`src/rtl/dma_uart_tx_pkg.sv`:
```
// dma_uart_pkg: shared definitions for the DMA-mapped UART transmitter.
//   - command op encodings and the position of the command toggle bit
//   - status word bit positions and a helper that packs the status word
//   - transmit FSM state type
package dma_uart_pkg;

    localparam logic [1:0] OP_NOP   = 2'b00;
    localparam logic [1:0] OP_PUSH  = 2'b01;
    localparam logic [1:0] OP_FLUSH = 2'b10;

    localparam int CMD_T = 31;

    localparam int ST_BUSY    = 0;
    localparam int ST_FULL    = 1;
    localparam int ST_OVF     = 2;
    localparam int ST_CNT_LSB = 4;
    localparam int ST_ACK     = 8;

    typedef enum logic [1:0] {
        IDLE  = 2'd0,
        START = 2'd1,
        DATA  = 2'd2,
        STOP  = 2'd3
    } tx_state_e;

    // Builds the CPU-visible status word; unlisted bits read as zero.
    function automatic logic [31:0] pack_status(input logic       busy,
                                                input logic       full,
                                                input logic       ovf,
                                                input logic [3:0] count,
                                                input logic       ack);
        logic [31:0] s;
        s                  = '0;
        s[ST_BUSY]         = busy;
        s[ST_FULL]         = full;
        s[ST_OVF]          = ovf;
        s[ST_CNT_LSB +: 4] = count;
        s[ST_ACK]          = ack;
        return s;
    endfunction

endpackage

```
`src/rtl/dma_uart_tx_if.sv`:
```
// dma_uart_tx_if: bundle of the memory-stage DMA register lines and the
// serial-side outputs of the transmitter.
//   i_dma_cmd    command word (DMA register 0)
//   i_dma_data   data word (DMA register 1), low byte used
//   o_dma_status status word read back by the CPU at address 0
//   o_tx         serial line, idles high
//   o_busy       FIFO non-empty or frame in flight
// master = memory stage / bench side, slave = transmitter side.
interface dma_uart_tx_if;
    logic [31:0] i_dma_cmd;
    logic [31:0] i_dma_data;
    logic [31:0] o_dma_status;
    logic        o_tx;
    logic        o_busy;

    modport master (
        output i_dma_cmd,
        output i_dma_data,
        input  o_dma_status,
        input  o_tx,
        input  o_busy
    );

    modport slave (
        input  i_dma_cmd,
        input  i_dma_data,
        output o_dma_status,
        output o_tx,
        output o_busy
    );
endinterface

```
`src/rtl/dma_uart_tx_sync_fifo.sv`:
```
// sync_fifo: small single-clock byte FIFO.
//   clk, rst     clock and synchronous active-high reset
//   push, din    enqueue request and data
//   pop          dequeue request (ignored when empty)
//   flush        discard all entries (wins over a same-cycle push)
//   head         entry at the read pointer, valid when count != 0
//   count, full  occupancy (4 bits) and count == DEPTH
// A push while full is still accepted when a pop happens in the same cycle,
// because the popped slot is freed at the same edge.
module sync_fifo #(
    parameter int WIDTH = 8,
    parameter int DEPTH = 4
) (
    input  logic             clk,
    input  logic             rst,
    input  logic             push,
    input  logic             pop,
    input  logic             flush,
    input  logic [WIDTH-1:0] din,
    output logic [WIDTH-1:0] head,
    output logic [3:0]       count,
    output logic             full
);
    localparam int AW = $clog2(DEPTH);

    logic [WIDTH-1:0] mem [DEPTH];
    logic [AW-1:0]    wr_ptr_reg;
    logic [AW-1:0]    rd_ptr_reg;
    logic [3:0]       count_reg;
    logic             push_ok;
    logic             pop_ok;

    assign full    = (count_reg == 4'(DEPTH));
    assign pop_ok  = pop && (count_reg != 4'd0);
    assign push_ok = push && (!full || pop_ok);

    // Pointers wrap naturally because DEPTH is a power of two.
    always_ff @(posedge clk) begin
        if (rst) begin
            wr_ptr_reg <= '0;
            rd_ptr_reg <= '0;
            count_reg  <= 4'd0;
        end else if (flush) begin
            wr_ptr_reg <= '0;
            rd_ptr_reg <= '0;
            count_reg  <= 4'd0;
        end else begin
            if (push_ok) begin
                wr_ptr_reg <= wr_ptr_reg + AW'(1);
            end
            if (pop_ok) begin
                rd_ptr_reg <= rd_ptr_reg + AW'(1);
            end
            case ({push_ok, pop_ok})
                2'b10:   count_reg <= count_reg + 4'd1;
                2'b01:   count_reg <= count_reg - 4'd1;
                default: count_reg <= count_reg;
            endcase
        end
    end

    // Storage is not reset; an empty FIFO never exposes stale entries.
    always_ff @(posedge clk) begin
        if (push_ok && !flush && !rst) begin
            mem[wr_ptr_reg] <= din;
        end
    end

    assign head  = mem[rd_ptr_reg];
    assign count = count_reg;

endmodule

```
`src/rtl/dma_uart_tx.sv`:
```
// dma_uart_tx: memory-mapped 8N1 UART transmitter behind the DMA registers.
//   clk, rst  clock and synchronous active-high reset
//   bus       dma_uart_tx_if slave: command/data words in, status word,
//             serial line and busy flag out
// A command executes once, in the cycle where the command toggle bit differs
// from the acknowledged toggle ack_t; ack_t then follows the toggle.
module dma_uart_tx
    import dma_uart_pkg::*;
#(
    parameter int CLKS_PER_BIT = 16,
    parameter int FIFO_DEPTH   = 4
) (
    input logic         clk,
    input logic         rst,
    dma_uart_tx_if.slave bus
);
    localparam int              CW        = $clog2(CLKS_PER_BIT);
    localparam logic [CW-1:0]   BAUD_LAST = CW'(CLKS_PER_BIT - 1);

    logic        ack_t_reg;
    logic        ovf_reg;
    logic        cmd_exec;
    logic [1:0]  cmd_op;
    logic        cmd_push;
    logic        cmd_flush;

    logic [7:0]  fifo_head;
    logic [3:0]  fifo_count;
    logic        fifo_full;
    logic        fifo_pop;

    tx_state_e   state_reg, state_next;
    logic [CW-1:0] baud_reg, baud_next;
    logic [2:0]  idx_reg, idx_next;
    logic [7:0]  sh_reg, sh_next;
    logic        tx_bit;
    logic        busy;

    // Only the toggle, op field and data byte carry meaning.
    logic        unused_bits;
    assign unused_bits = ^{bus.i_dma_cmd[30:2], bus.i_dma_data[31:8]};

    assign cmd_exec  = (bus.i_dma_cmd[CMD_T] != ack_t_reg);
    assign cmd_op    = bus.i_dma_cmd[1:0];
    assign cmd_push  = cmd_exec && (cmd_op == OP_PUSH);
    assign cmd_flush = cmd_exec && (cmd_op == OP_FLUSH);

    // The head is popped straight into the shift register from IDLE.
    assign fifo_pop  = (state_reg == IDLE) && (fifo_count != 4'd0);

    sync_fifo #(
        .WIDTH (8),
        .DEPTH (FIFO_DEPTH)
    ) u_fifo (
        .clk   (clk),
        .rst   (rst),
        .push  (cmd_push),
        .pop   (fifo_pop),
        .flush (cmd_flush),
        .din   (bus.i_dma_data[7:0]),
        .head  (fifo_head),
        .count (fifo_count),
        .full  (fifo_full)
    );

    // ack_t simply tracks the toggle: once equal, a held word is inert.
    always_ff @(posedge clk) begin
        if (rst) begin
            ack_t_reg <= 1'b0;
            ovf_reg   <= 1'b0;
        end else begin
            ack_t_reg <= bus.i_dma_cmd[CMD_T];
            if (cmd_flush) begin
                ovf_reg <= 1'b0;
            end else if (cmd_push && fifo_full && !fifo_pop) begin
                ovf_reg <= 1'b1;
            end
        end
    end

    always_ff @(posedge clk) begin
        if (rst) begin
            state_reg <= IDLE;
            baud_reg  <= '0;
            idx_reg   <= 3'd0;
            sh_reg    <= 8'd0;
        end else begin
            state_reg <= state_next;
            baud_reg  <= baud_next;
            idx_reg   <= idx_next;
            sh_reg    <= sh_next;
        end
    end

    always_comb begin
        state_next = state_reg;
        baud_next  = baud_reg;
        idx_next   = idx_reg;
        sh_next    = sh_reg;
        case (state_reg)
            IDLE: begin
                if (fifo_pop) begin
                    sh_next    = fifo_head;
                    baud_next  = '0;
                    state_next = START;
                end
            end
            START: begin
                if (baud_reg == BAUD_LAST) begin
                    baud_next  = '0;
                    idx_next   = 3'd0;
                    state_next = DATA;
                end else begin
                    baud_next = baud_reg + CW'(1);
                end
            end
            DATA: begin
                if (baud_reg == BAUD_LAST) begin
                    baud_next = '0;
                    if (idx_reg == 3'd7) begin
                        state_next = STOP;
                    end else begin
                        idx_next = idx_reg + 3'd1;
                    end
                end else begin
                    baud_next = baud_reg + CW'(1);
                end
            end
            STOP: begin
                if (baud_reg == BAUD_LAST) begin
                    baud_next  = '0;
                    state_next = IDLE;
                end else begin
                    baud_next = baud_reg + CW'(1);
                end
            end
            default: begin
                state_next = IDLE;
            end
        endcase
    end

    always_comb begin
        tx_bit = 1'b1;
        case (state_reg)
            START:   tx_bit = 1'b0;
            DATA:    tx_bit = sh_reg[idx_reg];
            default: tx_bit = 1'b1;
        endcase
    end

    assign busy             = (state_reg != IDLE) || (fifo_count != 4'd0);
    assign bus.o_tx         = tx_bit;
    assign bus.o_busy       = busy;
    assign bus.o_dma_status = pack_status(busy, fifo_full, ovf_reg, fifo_count, ack_t_reg);

endmodule

```
`src/flat_wrapper.sv`:
```
// flat-port wrapper written by rule: the top's interface ports become plain ports
module dma_uart_tx_flat import dma_uart_pkg::*;
#(
    parameter int CLKS_PER_BIT = 16,
    parameter int FIFO_DEPTH   = 4
)
  (clk, rst, bus_i_dma_cmd, bus_i_dma_data, bus_o_dma_status, bus_o_tx, bus_o_busy);
  dma_uart_tx_if bus_i ();
  input logic clk;
  input logic rst;
  input wire logic [$bits(bus_i.i_dma_cmd)-1:0] bus_i_dma_cmd;
  input wire logic [$bits(bus_i.i_dma_data)-1:0] bus_i_dma_data;
  output wire logic [$bits(bus_i.o_dma_status)-1:0] bus_o_dma_status;
  output wire logic [$bits(bus_i.o_tx)-1:0] bus_o_tx;
  output wire logic [$bits(bus_i.o_busy)-1:0] bus_o_busy;
  assign bus_i.i_dma_cmd = bus_i_dma_cmd;
  assign bus_i.i_dma_data = bus_i_dma_data;
  assign bus_o_dma_status = bus_i.o_dma_status;
  assign bus_o_tx = bus_i.o_tx;
  assign bus_o_busy = bus_i.o_busy;
  dma_uart_tx #(.CLKS_PER_BIT(CLKS_PER_BIT), .FIFO_DEPTH(FIFO_DEPTH)) u_core (.clk(clk), .rst(rst), .bus(bus_i));
endmodule
```
`config.mk`:
```
export PLATFORM = sky130hd
export DESIGN_NAME = dma_uart_tx_flat
export DESIGN_NICKNAME = d
export VERILOG_FILES = /design/src/rtl/dma_uart_tx_pkg.sv /design/src/rtl/dma_uart_tx_if.sv /design/src/rtl/dma_uart_tx_sync_fifo.sv /design/src/rtl/dma_uart_tx.sv /design/src/flat_wrapper.sv
export SDC_FILE = /design/constraint.sdc
export NUM_CORES = 1
export LEC_CHECK = 0
export CORE_UTILIZATION = 30
export DETAILED_ROUTE_END_ITERATION = 8
export PLACE_DENSITY_LB_ADDON = 0.05
export SYNTH_ARGS = -nofsm -noshare
export SYNTH_HDL_FRONTEND = slang
export SYNTH_SLANG_ARGS = --single-unit
export TNS_END_PERCENT = 20
```
`constraint.sdc`:
```
create_clock -name clk -period 6.6 [get_ports clk]
set_input_delay 1.32 -clock clk [delete_from_list [all_inputs] [get_ports clk]]
set_output_delay 1.32 -clock clk [all_outputs]
set_load 0.02 [all_outputs]
```
==> impl_metrics.json, run 1 <==
{
  "finalPower_mw": 1.262,
  "die_w_um": 100.7,
  "overflow": 0,
  "rows": 35,
  "whs_ps": 455.3,
  "cts_buffers": 9,
  "comb_power_share": 0.345,
  "start_kind": "register",
  "dp.cells": 384,
  "antenna_found_initial": 0,
  "worst_pin_slew_ps": 872.6,
  "layout_commonest_cell": "edfxtp_1",
  "cts_resized": 0,
  "syn2layout_area_growth_pct": 13.92,
  "first_pass_iters": 4,
  "grt_usage": 0.1151,
  "ys_ff_latch": 59,
  "final_cell_mix": "32 x edfxtp_1, 27 x nand2_1, 27 x dfxtp_1, 24 x conb_1, 22 x clkdlybuf4s50_1",
  "cts_sinks": 59,
  "vias_per_cell": 4.405,
  "root_buffer": "clkbuf_8",
  "avgSynthCellArea_um2": 11.73,
  "switching_share": 0.3621,
  "fin_worst_skew_ps": 10.53,
  "grt_pass1_vias": 1759,
  "netlist_instances": 249,
  "yosysSeqAreaShare": 0.5141,
  "clockBufferDepth": 2,
  "path_max_fanout": 7,
  "initial_core_util": 0.3131,
  "netlist_area_mm2": 0.002920,
  "ant_nets": 0,
  "htree_levels": 3,
  "powerDensity_mw_per_mm2": 379.5,
  "drtIter0Drc": 32,
  "final_cells": 400,
  "min_path_type": "reg2reg",
  "clock_power_share": 0.272,
  "cts_setup_buffers": 0,
  "slew_violations": 0,
  "critical_path_required_ps": 5280,
  "totalWireLength_um": 5231,
  "port_buffers": 22,
  "hold_violations": 0,
  "largest_reg_flops": 32,
  "p_int_uw": 805.3,
  "p_leak_nw": 1.186,
  "vias": 1762,
  "die-height_um": 100.7,
  "grt_max_degree": 23,
  "multi_input_area_mm2": 0.001215,
  "dieArea_mm2": 0.01013,
  "cts_tree": "built",
  "ioPinCount": 100,
  "drive_gt1_frac": 0.1144,
  "synthDistinctLibCells": 45,
  "nets": 345,
  "outcome": "finished clean",
  "dpl.hpwl_um": 3521,
  "ys_warn_count": 0,
  "fin_crit_sh": 0.5675,
  "fmax_mhz": 267.0,
  "hold_buffers": 0,
  "rsz0062_at_grt": "false",
  "antenna_cells": 0,
  "fillers": 950,
  "path_clk_slew_ps": 70,
  "regArea_mm2": 0.001501,
  "ir_drop_uv": 173.7,
  "synth_edf_count": 32,
  "setup_violations": 0,
  "ys.flop_type": "edfxtp_1",
  "routedWlPerCell_um": 13.08,
  "arrival_ps": 2430,
  "coreArea_mm2": 0.009328,
  "cap_violations": 0,
  "gp_congestion": 0.6905,
  "clock_latency_ps": 340,
  "tns_ps": 0,
  "maxSlewHeadroom": 0.4165,
  "period_needed_ps": 3745,
  "async_flop_share": 0,
  "worstSetupPathType": "reg2out",
  "grt_pass1_wl_um": 8700,
  "pwr-share-seq": 0.383,
  "drc": 0,
  "p_switching_uw": 457.1,
  "cp-end-kind": "output pin"
}
-- cell type report --
type / instances / share of cell area
clock buffers: 9 / 0.03723
clock inverters: 7 / 0.02482
inverters: 6 / 0.006769
multi-input cells: 168 / 0.3652
flip-flops and latches: 59 / 0.4513
well taps: 129 / 0.04851
repair buffers: 22 / 0.06619
-- kinds of logic after synthesis --
group,after synthesis,synth area share
and+or+nand+nor,71,0.1230
DFF,59,0.5141
buffers and inverters,45,0.09939
AOI/OAI and AO/OA,35,0.08055
muxes,19,0.1080
adders and majority gates,13,0.05570
xor gates and xnor gates,6,0.01800
other,1,0.001284
-- worst max-delay path: stages (launching register included) --
cell,delay (ps)
dfxtp_1,340
inv_1,120
ha_1,320
nor3b_1,390
and2_1,270
inv_1,110
clkdlybuf4s50_1,550
-- power groups by stage --
| stage | registers [mW] | clock network (mW) | logic (mW) |
|---|---|---|---|
| final | 0.483 | 0.343 | 0.436 |
| after global routing | 0.492 | 0.371 | 0.485 |
| after CTS | 0.485 | 0.359 | 0.441 |
| after detailed placement | 0.493 | 0 | 0.439 |
| after global placement | 0.495 | 0 | 0.440 |
| after floorplan | 0.467 | 0 | 0.359 |
-- Yosys cell counts, types with 4 or more instances --
| library cell | count | area, um^2 |
|---|---|---|
| clkbuf_1 | 4 | 15.01 |
| a21oi_1 | 16 | 80.08 |
| nor2_1 | 13 | 48.80 |
| nor2b_1 | 4 | 25.02 |
| nand3_1 | 4 | 20.02 |
| nand2_1 | 27 | 101.4 |
| and2_1 | 7 | 43.79 |
| mux2i_1 | 9 | 90.09 |
| inv_1 | 6 | 22.52 |
| edfxtp_1 | 32 | 960.9 |
| mux4_2 | 10 | 225.2 |
| dfxtp_1 | 27 | 540.5 |
| buf_4 | 29 | 217.7 |
| nand2b_1 | 5 | 31.28 |
| ha_1 | 13 | 162.7 |
-- final timing paths --
path                            cells past startpoint                endpoint  slack (ps)                    from
worst max-delay path                                6              bus_o_busy        2850     u_core.state_reg[1]
worst min-delay path                                2        u_core.sh_reg[1]         460        u_core.sh_reg[1]
worst max register to register                      7  u_core.u_fifo.count[2]        4060  u_core.u_fifo.count[0]
worst min register to register                      2        u_core.sh_reg[1]         460        u_core.sh_reg[1]
-- metal layers --
metal | track usage | routed length (um) | vias to the layer above
met1 | 0.1496 | 2503 | 840
li1 | - | - | 872
met4 | 0.06355 | 87 | 0
met3 | 0.02705 | 185 | 7
met2 | 0.1770 | 2454 | 43
met5 | 0 | 0 | -
-- metrics by stage --
step | worst slack (ps) | instance area [um^2] | utilization
floorplan | 3715 | 3007 | -
global placement | 2963 | 3120 | 0.3345
detailed placement | 2996 | 3120 | 0.3345
CTS | 2818 | 3327 | 0.3567
global route | 2648 | 3327 | 0.3567
finish | 2855 | 3327 | 0.3567
(Power assumes the default switching activity.)
==> inputs of run 2 (changes only) <==
- clock period: 6.6 -> 3.2 ns (I/O delays scaled with it)
==> run 2 against run 1 <==
  * First-iteration DRC count fell by 9.4%
  * Critical endpoint unchanged
  * Largest cell class unchanged
  * Sequential cell count did not move
  * Hold slack barely moved
  * Non-clock buffer count rose by 4
  * Utilization rose by 0.36 points
  * Global-route usage rose by 0.18 points
  * Via count rose by 1.1%
  * Critical path type unchanged
  * Die area did not move
  * Setup slack got worse by 2600 ps
  * Clock skew rose by 4.1 ps
  * Sequential share of layout area fell by 0.45 points
  * Final area rose by 1.0%
==> impl_metrics.json, run 2 (synthesis gave the netlist of run 1 again) <==
{
  "cts_sinks": 59,
  "port_buffers": 22,
  "overflow": 0,
  "ant_nets": 0,
  "cp-end-kind": "output pin",
  "antenna_cells": 0,
  "vias": 1781,
  "cts_setup_buffers": 0,
  "clock_latency_ps": 340,
  "tns_ps": 0,
  "vias_per_cell": 4.408,
  "totalWireLength_um": 5209,
  "outcome": "finished clean",
  "setup_violations": 0,
  "root_buffer": "clkbuf_8",
  "crit_chain": "inv_1, ha_1, nor3b_2, and2_1, inv_1, clkdlybuf4s50_1",
  "drtIter0Drc": 29,
  "critical_path_required_ps": 2560,
  "final_cell_mix": "32 x edfxtp_1, 27 x nand2_1, 27 x dfxtp_1, 24 x conb_1, 22 x clkdlybuf4s50_1",
  "grt_usage": 0.1169,
  "min_path_type": "reg2reg",
  "regArea_mm2": 0.001501,
  "cts_tree": "built",
  "cts_buffers": 9,
  "cap_violations": 0,
  "path_clk_slew_ps": 80,
  "ir_drop_uv": 385.2,
  "p_leak_nw": 1.207,
  "crit_top_cell": "inv_1",
  "coreArea_mm2": 0.009328,
  "slew_violations": 0,
  "critPathMaxStageDelay_ps": 550,
  "fmax_mhz": 334.7,
  "die-height_um": 100.7,
  "dieArea_mm2": 0.01013,
  "grt_pass1_vias": 1858,
  "maxSlewHeadroom": 0.3909,
  "fin_crit_sh": 0.9336,
  "rsz0062_at_grt": "false",
  "ioPinCount": 100,
  "powerDensity_mw_per_mm2": 781.3,
  "clockBufferDepth": 2,
  "crit_path_top_delay_cell": "clkdlybuf4s50_1",
  "multi_input_area_mm2": 0.001220,
  "arrival_ps": 2350,
  "grt_pass1_wl_um": 8873,
  "worst_slack_ps": 212.3,
  "fin_worst_skew_ps": 14.65,
  "period_needed_ps": 2988,
  "layout_commonest_cell": "edfxtp_1",
  "fillers": 961,
  "drive_gt1_frac": 0.1309,
  "largest_reg_flops": 32,
  "routedWlPerCell_um": 12.89,
  "htree_levels": 3,
  "dpl.hpwl_um": 3538,
  "initial_core_util": 0.3131,
  "drc": 0,
  "syn2layout_area_growth_pct": 15.08,
  "nets": 349,
  "grt_max_degree": 22,
  "path_max_fanout": 7,
  "first_pass_iters": 4,
  "start_kind": "register",
  "hold_violations": 0,
  "worst_pin_slew_ps": 903.8,
  "rows": 35,
  "worstSetupPathType": "reg2out",
  "gp_congestion": 0.6881,
  "rrSetupSlack_ps": 610,
  "die_w_um": 100.7,
  "dpl_worst_slack_ps": 398.3,
  "antenna_found_initial": 0
}
==> run 2: final timing paths <==
check / end / cells past startpoint / start
worst max-delay path: bus_o_busy / 6 / u_core.state_reg[0]
worst min-delay path: u_core.sh_reg[1] / 2 / u_core.sh_reg[1]
worst max register to register: u_core.u_fifo.count[2] / 7 / u_core.u_fifo.count[3]
worst min register to register: u_core.sh_reg[1] / 2 / u_core.sh_reg[1]
==> run 2: critical path, delay by kind of cell, from the launching register on <==
kind | cells | cell delay (ps)
buffers and inverters | 3 | 790
flip-flops | 1 | 330
adder cells (fa/ha/maj) | 1 | 330
AND/OR/NAND/NOR | 2 | 560
==> run 2: cell type report <==
type | instances | area share
clock inverter | 7 | 0.02420
timing repair buffer | 26 | 0.07446
multi-input combinational | 168 | 0.3630
inverter | 6 | 0.006701
tap | 129 | 0.04803
sequential | 59 | 0.4468
clock buffer | 9 | 0.03686
==> run 2: what timing repair did <==
item,4_1_cts,5_1_grt
resized for setup,0,1
hold buffers,0,0
endpoints found under the setup margin,0,2
==> run 2: where the power goes <==
part	total [mW]	internal [mW]	switching (mW)
registers	0.979	0.889	0.0896
clock network	0.707	0.372	0.335
logic	0.941	0.418	0.522
==> run 2: per-layer routing <==
| layer | share of wire | routed length (um) | track usage |
|---|---|---|---|
| met4 | 0.014 | 74 | 0.06243 |
| met1 | 0.46 | 2404 | 0.1358 |
| met2 | 0.48 | 2519 | 0.1992 |
| met5 | 0 | 0 | 0 |
| met3 | 0.041 | 211 | 0.02843 |
==> run 2: stage by stage <==
step             util  total power, mW  area [um^2]  instances  hold slack [ps]
2_1_floorplan       -            1.704         3007        272            433.1
3_3_place_gp   0.3378            1.948         3151        388            445.7
3_5_place_dp   0.3378            1.942         3151        388            447.5
4_1_cts        0.3598            2.660         3356        404            457.8
5_1_grt        0.3603            2.817         3361        404            487.6
6_report       0.3603            2.626         3361        404            455.7
